==> src/rtl/addr_region_decoder.sv <==
// Address region decoder: one-hot registered select with per-region wait states.
// Optional ADDR_DECODE_ERR_EN: unmapped accesses pulse err instead of falling back to region NREG-1.

module addr_region_match #(
  parameter int                ADDR_W = 13,
  parameter logic [ADDR_W-1:0] BASE   = '0,
  parameter logic [ADDR_W-1:0] MASK   = '0
) (
  input  logic [ADDR_W-1:0] addr,
  output logic              hit
);
  assign hit = ((addr & MASK) == (BASE & MASK));
endmodule

module addr_region_decoder #(
  parameter int                     ADDR_W      = 13,
  parameter int                     NREG        = 2,
  parameter int                     WS_W        = 4,
  parameter logic [NREG*ADDR_W-1:0] REGION_BASE = {13'h0000, 13'h1800},
  parameter logic [NREG*ADDR_W-1:0] REGION_MASK = {13'h0000, 13'h1800},
  parameter logic [NREG*WS_W-1:0]   REGION_WS   = {4'd1, 4'd0}
) (
  input  logic              clk,
  input  logic              rst_n,
  input  logic              req,
  input  logic [ADDR_W-1:0] addr,
  output logic [NREG-1:0]   sel,
  output logic              ack,
  output logic              err,
  output logic              busy
);
  localparam int IDX_W = (NREG > 1) ? $clog2(NREG) : 1;

`ifdef ADDR_DECODE_ERR_EN
  typedef enum logic [1:0] {S_IDLE, S_SEL, S_ERR} state_t;
`else
  typedef enum logic [1:0] {S_IDLE, S_SEL} state_t;
`endif

  state_t                      state, state_d;
  logic [NREG-1:0]             hit;
  logic [NREG-1:0][WS_W-1:0]   ws_tab;
  logic [IDX_W-1:0]            hit_idx;
  logic [NREG-1:0]             sel_hot;
  logic [NREG-1:0]             sel_q, sel_d;
  logic [WS_W-1:0]             cnt, cnt_d;

  assign ws_tab = REGION_WS;

  for (genvar g = 0; g < NREG; g++) begin : g_reg
    addr_region_match #(
      .ADDR_W (ADDR_W),
      .BASE   (REGION_BASE[g*ADDR_W +: ADDR_W]),
      .MASK   (REGION_MASK[g*ADDR_W +: ADDR_W])
    ) u_match (
      .addr (addr),
      .hit  (hit[g])
    );
  end

  // Scan downward so the lowest matching index wins; no match leaves NREG-1.
  always_comb begin
    hit_idx = IDX_W'(NREG - 1);
    for (int i = NREG - 1; i >= 0; i--)
      if (hit[i]) hit_idx = IDX_W'(i);
  end

  always_comb begin
    sel_hot = '0;
    for (int i = 0; i < NREG; i++)
      sel_hot[i] = (hit_idx == IDX_W'(i));
  end

  always_ff @(posedge clk or negedge rst_n) begin
    if (!rst_n) begin
      state <= S_IDLE;
      sel_q <= '0;
      cnt   <= '0;
    end else begin
      state <= state_d;
      sel_q <= sel_d;
      cnt   <= cnt_d;
    end
  end

`ifdef ADDR_DECODE_ERR_EN
  logic hit_any;
  assign hit_any = |hit;
`endif

  always_comb begin
    state_d = state;
    sel_d   = sel_q;
    cnt_d   = cnt;
    ack     = 1'b0;
`ifdef ADDR_DECODE_ERR_EN
    err     = 1'b0;
`endif
    case (state)
      S_IDLE: begin
        if (req) begin
`ifdef ADDR_DECODE_ERR_EN
          if (!hit_any) begin
            state_d = S_ERR;
          end else begin
`else
          begin
`endif
            state_d = S_SEL;
            sel_d   = sel_hot;
            cnt_d   = ws_tab[hit_idx];
          end
        end
      end
      S_SEL: begin
        if (cnt == '0) begin
          ack     = 1'b1;
          state_d = S_IDLE;
          sel_d   = '0;
        end else begin
          cnt_d = cnt - WS_W'(1);
        end
      end
`ifdef ADDR_DECODE_ERR_EN
      S_ERR: begin
        err     = 1'b1;
        state_d = S_IDLE;
      end
`endif
      default: begin
        state_d = S_IDLE;
        sel_d   = '0;
        cnt_d   = '0;
      end
    endcase
  end

`ifndef ADDR_DECODE_ERR_EN
  assign err = 1'b0;
`endif

  assign sel  = sel_q;
  assign busy = (state != S_IDLE);

endmodule

==> config.mk <==
export PLATFORM = sky130hd
export DESIGN_NAME = addr_region_decoder
export DESIGN_NICKNAME = d
export VERILOG_FILES = /design/src/rtl/addr_region_decoder.sv
export SDC_FILE = /design/constraint.sdc
export NUM_CORES = 1
export LEC_CHECK = 0
export CAP_MARGIN = 20
export CORE_AREA = 2 2 39 41
export CTS_CLUSTER_DIAMETER = 150
export DETAILED_ROUTE_END_ITERATION = 7
export DIE_AREA = 0 0 41 43
export GPL_TIMING_DRIVEN = 0
export PLACE_DENSITY = 0.72
export RECOVER_POWER = 100
export SYNTH_ARGS = -nofsm -noshare
export SYNTH_HDL_FRONTEND = slang
export SYNTH_SLANG_ARGS = --single-unit
==> constraint.sdc <==
create_clock -name clk -period 3.4 [get_ports clk]
set_input_delay 0.68 -clock clk [delete_from_list [all_inputs] [get_ports clk]]
set_output_delay 0.68 -clock clk [all_outputs]
set_load 0.01 [all_outputs]
==> impl_metrics.ini, run 1 <==
[synthesis]
synth_top_area_share = 0.461
ys_seq_area_frac = 0.461
yosys.area.top_type = dfrtp_1
synth.area.top_cells = dfrtp_1 46%, ha_1 6.6%, o21ai_0 5.3%
synth_fp_nets = 58
async_reset_ff_frac = 1.00
synth_flop_cell = dfrtp_1
synth.distinct_cells = 22
syn_avg_cell_area_um2 = 9.51
yosysMostFrequentCell = dfrtp_1
synth-edff-count = 0
netlist_area_um2 = 380
ys_seq_elements = 7
yosysWarnings = 0
synth_cells = 40
synth_common_cells = 7 x dfrtp_1, 4 x o21ai_0, 3 x nand2_1, 3 x nand3_1

[cts]
clkLatencyLatePin_ns = 0.25
clk_pin_slew_worst_paths_ns = 0.05
cts_buffer_depth = 2
cts_buffers = 3
cts_tree = built
post_cts_buffers = 0
cts_resized = 0
ctsHoldBuffers = 0
root_buffer = clkbuf_4
cts_max_level = 1
cts.sinks = 7

[sta]
hold_viol_final = 0
rsz0062_at_grt = false
drv_slew = 0
finalSetupTns_ns = 0
final.period_utilization = 0.761
clock.fmax_ghz = 0.386
setup_viol_count_final = 0
finalWorstSetupSlack_ns = 0.811
finClkSkew_ns = 0.00227
finalCriticalPeriod_ns = 2.59
hold-worst-slack_ns = 0.537

[power_and_ir_drop]
power_leakage_nw = 0.225
vdd.ir_drop.worst_mv = 0.317
p_per_area_nw_per_um2 = 814
total_power_w = 0.000412

[worst_setup_path]
cp-end-kind = output port
cp_slowest_stage_delay_ns = 0.60
critPathBufInv = 2
cp.required_ns = 2.72
crit_slowest_cell = dlygate4sd3_1
critical_path_class = reg -> out
cpLargestDelayFamily = buffers and inverters
critPathLaunchType = flip-flop
crit_path_cell_trace = inv_1, ha_1, nor3b_1, and2_1, dlygate4sd3_1
cp.arrival_ns = 1.91
critPathMaxFanout = 4

[die]
fp.coreArea_um2 = 1380
die_h_um = 43
floorplan.initialDensity = 0.275
dieArea_um2 = 1760
die_w_um = 41
pin_count = 21
rows = 14

[finish]
area_delta_synth_final_pct = 33.2
final_nets = 71
drive_gt1_frac = 0.135
instances_no_fill = 68
num-fill-cells = 142
antenna_cells = 0

[drt]
wl_um = 678
num_vias = 317
dr.pass1.iters = 4
wl_per_cell_um = 9.97
initialDrtViolationCount = 4
post_drt_via_cell_ratio = 4.66
detail-route-antenna-nets = 0
drc_errors = 0

[flow_run]
cap_violations = 0

[global_routing]
grt_antenna_before_repair = 0
grt_pass1_wl_mm = 1.18
grt-ovfl-total = 0
grt_usage = 0.102
grt_pass1_vias = 296
grt_max_degree = 11

[min_path]
hold_path_class = reg -> reg

[placed_design]
dp_hpwl_um = 551
numPortBuffers = 8
dp_cells = 64
gp_congestion = 0.706
place_ws_ns = 1.13

[outcome]
outcome = complete, no violations
-- metrics by stage --
| stage | cell area (um2) | utilization |
|---|---|---|
| 6_report | 507 | 0.366 |
| 5_1_grt | 507 | 0.366 |
| 4_1_cts | 507 | 0.366 |
| 3_5_place_dp | 480 | 0.347 |
| 3_3_place_gp | 480 | 0.347 |
| 2_1_floorplan | 380 | - |
-- report_power, final --
| group | switching [W] | internal (W) | leakage, nW |
|---|---|---|---|
| clock network | 0.0000292 | 0.0000447 | 0.0150 |
| logic | 0.0000912 | 0.0000961 | 0.125 |
| registers | 0.0000318 | 0.000119 | 0.0854 |
-- worst paths after layout --
| kind | start | endpoint | slack, ns | depth (start not counted) |
|---|---|---|---|---|
| worst max-delay path | cnt[0]$_DFFE_PN0P_ | ack | 0.81 | 5 |
| worst min-delay path | sel[0]$_DFFE_PN0P_ | sel[0]$_DFFE_PN0P_ | 0.54 | 1 |
| worst max register to register | cnt[0]$_DFFE_PN0P_ | cnt[0]$_DFFE_PN0P_ | 1.96 | 5 |
| worst min register to register | sel[0]$_DFFE_PN0P_ | sel[0]$_DFFE_PN0P_ | 0.54 | 1 |
| max in group asynchronous | rst_n | state[0]$_DFFE_PN0P_ | 2.38 | 1 |
| min in group asynchronous | rst_n | sel[0]$_DFFE_PN0P_ | 0.77 | 1 |
-- state kept, by name, summed over array words and instances (netlist names) --
name,cells
sel,2
state,1
cnt,4
-- routing by layer --
metal  vias up  global-route usage  share of wire
met5         -                   0              0
met4         0              0.0800              0
met3         0              0.0314          0.046
met2         7               0.122           0.46
met1       148               0.145           0.50
li1        162                   -              -
-- cell type report --
class,instances,area [um2],share of cell area
Tap cell,16,20.0,0.0395
Inverter,2,7.51,0.0148
Multi-Input combinational cell,29,185,0.365
Sequential cell,7,175,0.346
Clock buffer,4,26.3,0.0519
Timing Repair Buffer,8,80.1,0.158
Buffer,2,12.5,0.0247
-- logic make-up after synthesis --
| group | synth area share |
|---|---|
| adder cells (fa/ha/maj) | 0.0658 |
| other | 0.00986 |
| buffers and inverters | 0.0526 |
| AND/OR/NAND/NOR | 0.243 |
| AO/OA/AOI/OAI | 0.168 |
| flip-flops | 0.461 |
-- cells in the final DEF, fill, tap and decap left out, types with 2 or more instances in the layout --
master,count
dfrtp_1,7
dlygate4sd3_1,6
o21ai_0,4
nand2_1,3
nand3_1,3
clkbuf_4,3
inv_1,2
nor2_1,2
a21oi_1,2
nand2b_1,2
ha_1,2
clkdlybuf4s50_1,2
Power figures use the tool's default switching activity.
==> run 2, diff against run 1 <==
- clock period: 3.4 -> 2.6 ns (I/O delays scaled with it)
==> impl_metrics.ini, run 2 (synthesis gave the netlist of run 1 again) <==
[drt]
initialDrtViolationCount = 4
drc_errors = 0
dr.pass1.iters = 4
num_vias = 317
post_drt_via_cell_ratio = 4.66
detail-route-antenna-nets = 0
wl_um = 675
wl_per_cell_um = 9.93

[cts]
clk_pin_slew_worst_paths_ns = 0.05
cts_resized = 0
cts_max_level = 1
cts_buffers = 3
post_cts_buffers = 0
cts.sinks = 7
cts_buffer_depth = 2
cts_tree = built
ctsHoldBuffers = 0
root_buffer = clkbuf_4
clkLatencyLatePin_ns = 0.25

[die]
floorplan.initialDensity = 0.275
pin_count = 21
rows = 14
fp.coreArea_um2 = 1380
die_w_um = 41
die_h_um = 43
dieArea_um2 = 1760

[worst_setup_path]
cp.arrival_ns = 1.85
critPathLaunchType = flip-flop
cp.required_ns = 2.08
crit_start = cnt[0]$_DFFE_PN0P_
rr_startpoint = cnt[0]$_DFFE_PN0P_
critPathMaxFanout = 4
cp-end-kind = output port
critical_path_class = reg -> out

[sta]
drv_slew = 0
clock.fmax_ghz = 0.423
setup_viol_count_final = 0
finalCriticalPeriod_ns = 2.37
finClkSkew_ns = 0.00227
final.period_utilization = 0.910
hold_viol_final = 0
finalSetupTns_ns = 0
rsz0062_at_grt = false

[min_path]
worstHoldStart = sel[0]$_DFFE_PN0P_
hold_path_class = reg -> reg

[finish]
largest_register = cnt
final_common_cell = dfrtp_1
num-fill-cells = 142
final_cell_mix = 7 x dfrtp_1, 5 x dlygate4sd3_1, 4 x o21ai_0
stdcell_area_um2 = 504
largest_register_ffs = 4
area_delta_synth_final_pct = 32.6
final_nets = 71
antenna_cells = 0
drive_gt1_frac = 0.115
final_util = 0.364

[power_and_ir_drop]
p_per_area_nw_per_um2 = 1060
power_leakage_nw = 0.220
vdd.ir_drop.worst_mv = 0.413

[placed_design]
dp_hpwl_um = 551
gp_congestion = 0.706
place_area_um2 = 480
numPortBuffers = 8

[flow_run]
cap_violations = 0

[global_routing]
grt-ovfl-total = 0
grt_max_degree = 11
grt_antenna_before_repair = 0
grt_usage = 0.102
grt_pass1_wl_mm = 1.18
grt_pass1_vias = 296

[outcome]
outcome = complete, no violations
==> run 2: report_power, final <==
part           switching [W]   total, W  internal (W)
Clock              0.0000382  0.0000966     0.0000584
Combinational       0.000120   0.000241      0.000121
Sequential         0.0000405   0.000197      0.000156
Total               0.000198   0.000534      0.000335
==> run 2: per-layer routing <==
metal  part of all wire  vias up  track usage
met4                  0        0       0.0800
met1               0.50      148        0.145
li1                   -      162            -
met3              0.046        0       0.0314
met5                  0        -            0
met2               0.45        7        0.122
==> run 2: cell type report <==
cell class / instances / area [um2] / area share
Inverter: 2 / 7.51 / 0.0149
Timing Repair Buffer: 8 / 80.1 / 0.159
Sequential cell: 7 / 175 / 0.347
Buffer: 2 / 12.5 / 0.0248
Clock buffer: 4 / 26.3 / 0.0521
Multi-Input combinational cell: 29 / 183 / 0.362
Tap cell: 16 / 20.0 / 0.0397
==> run 2: critical path: stages, from the launching register on <==
cell and delay (ns):
dfrtp_1 0.41, inv_1 0.09, ha_1 0.18, nor3b_1 0.24, and2_0 0.16, clkdlybuf4s50_1 0.53
==> run 2: path summary, 6_finish.rpt <==
kind	slack (ns)	cells past startpoint	to
max	0.23	5	ack
min	0.54	1	sel[0]$_DFFE_PN0P_
max reg2reg	1.14	4	sel[0]$_DFFE_PN0P_
min reg2reg	0.54	1	sel[0]$_DFFE_PN0P_
max in group asynchronous	1.74	1	state[0]$_DFFE_PN0P_
min in group asynchronous	0.61	1	sel[0]$_DFFE_PN0P_
==> run 2: through the flow <==
stage                     cells  total power [W]  worst slack [ns]  hold WS [ns]
after CTS                    68         0.000559             0.216         0.542
final                        68         0.000534             0.234         0.537
after global routing         68         0.000583            0.0743         0.560
after global placement       64         0.000447             0.500         0.516
after detailed placement     64         0.000457             0.487         0.530
after floorplan              40         0.000368              1.05         0.224
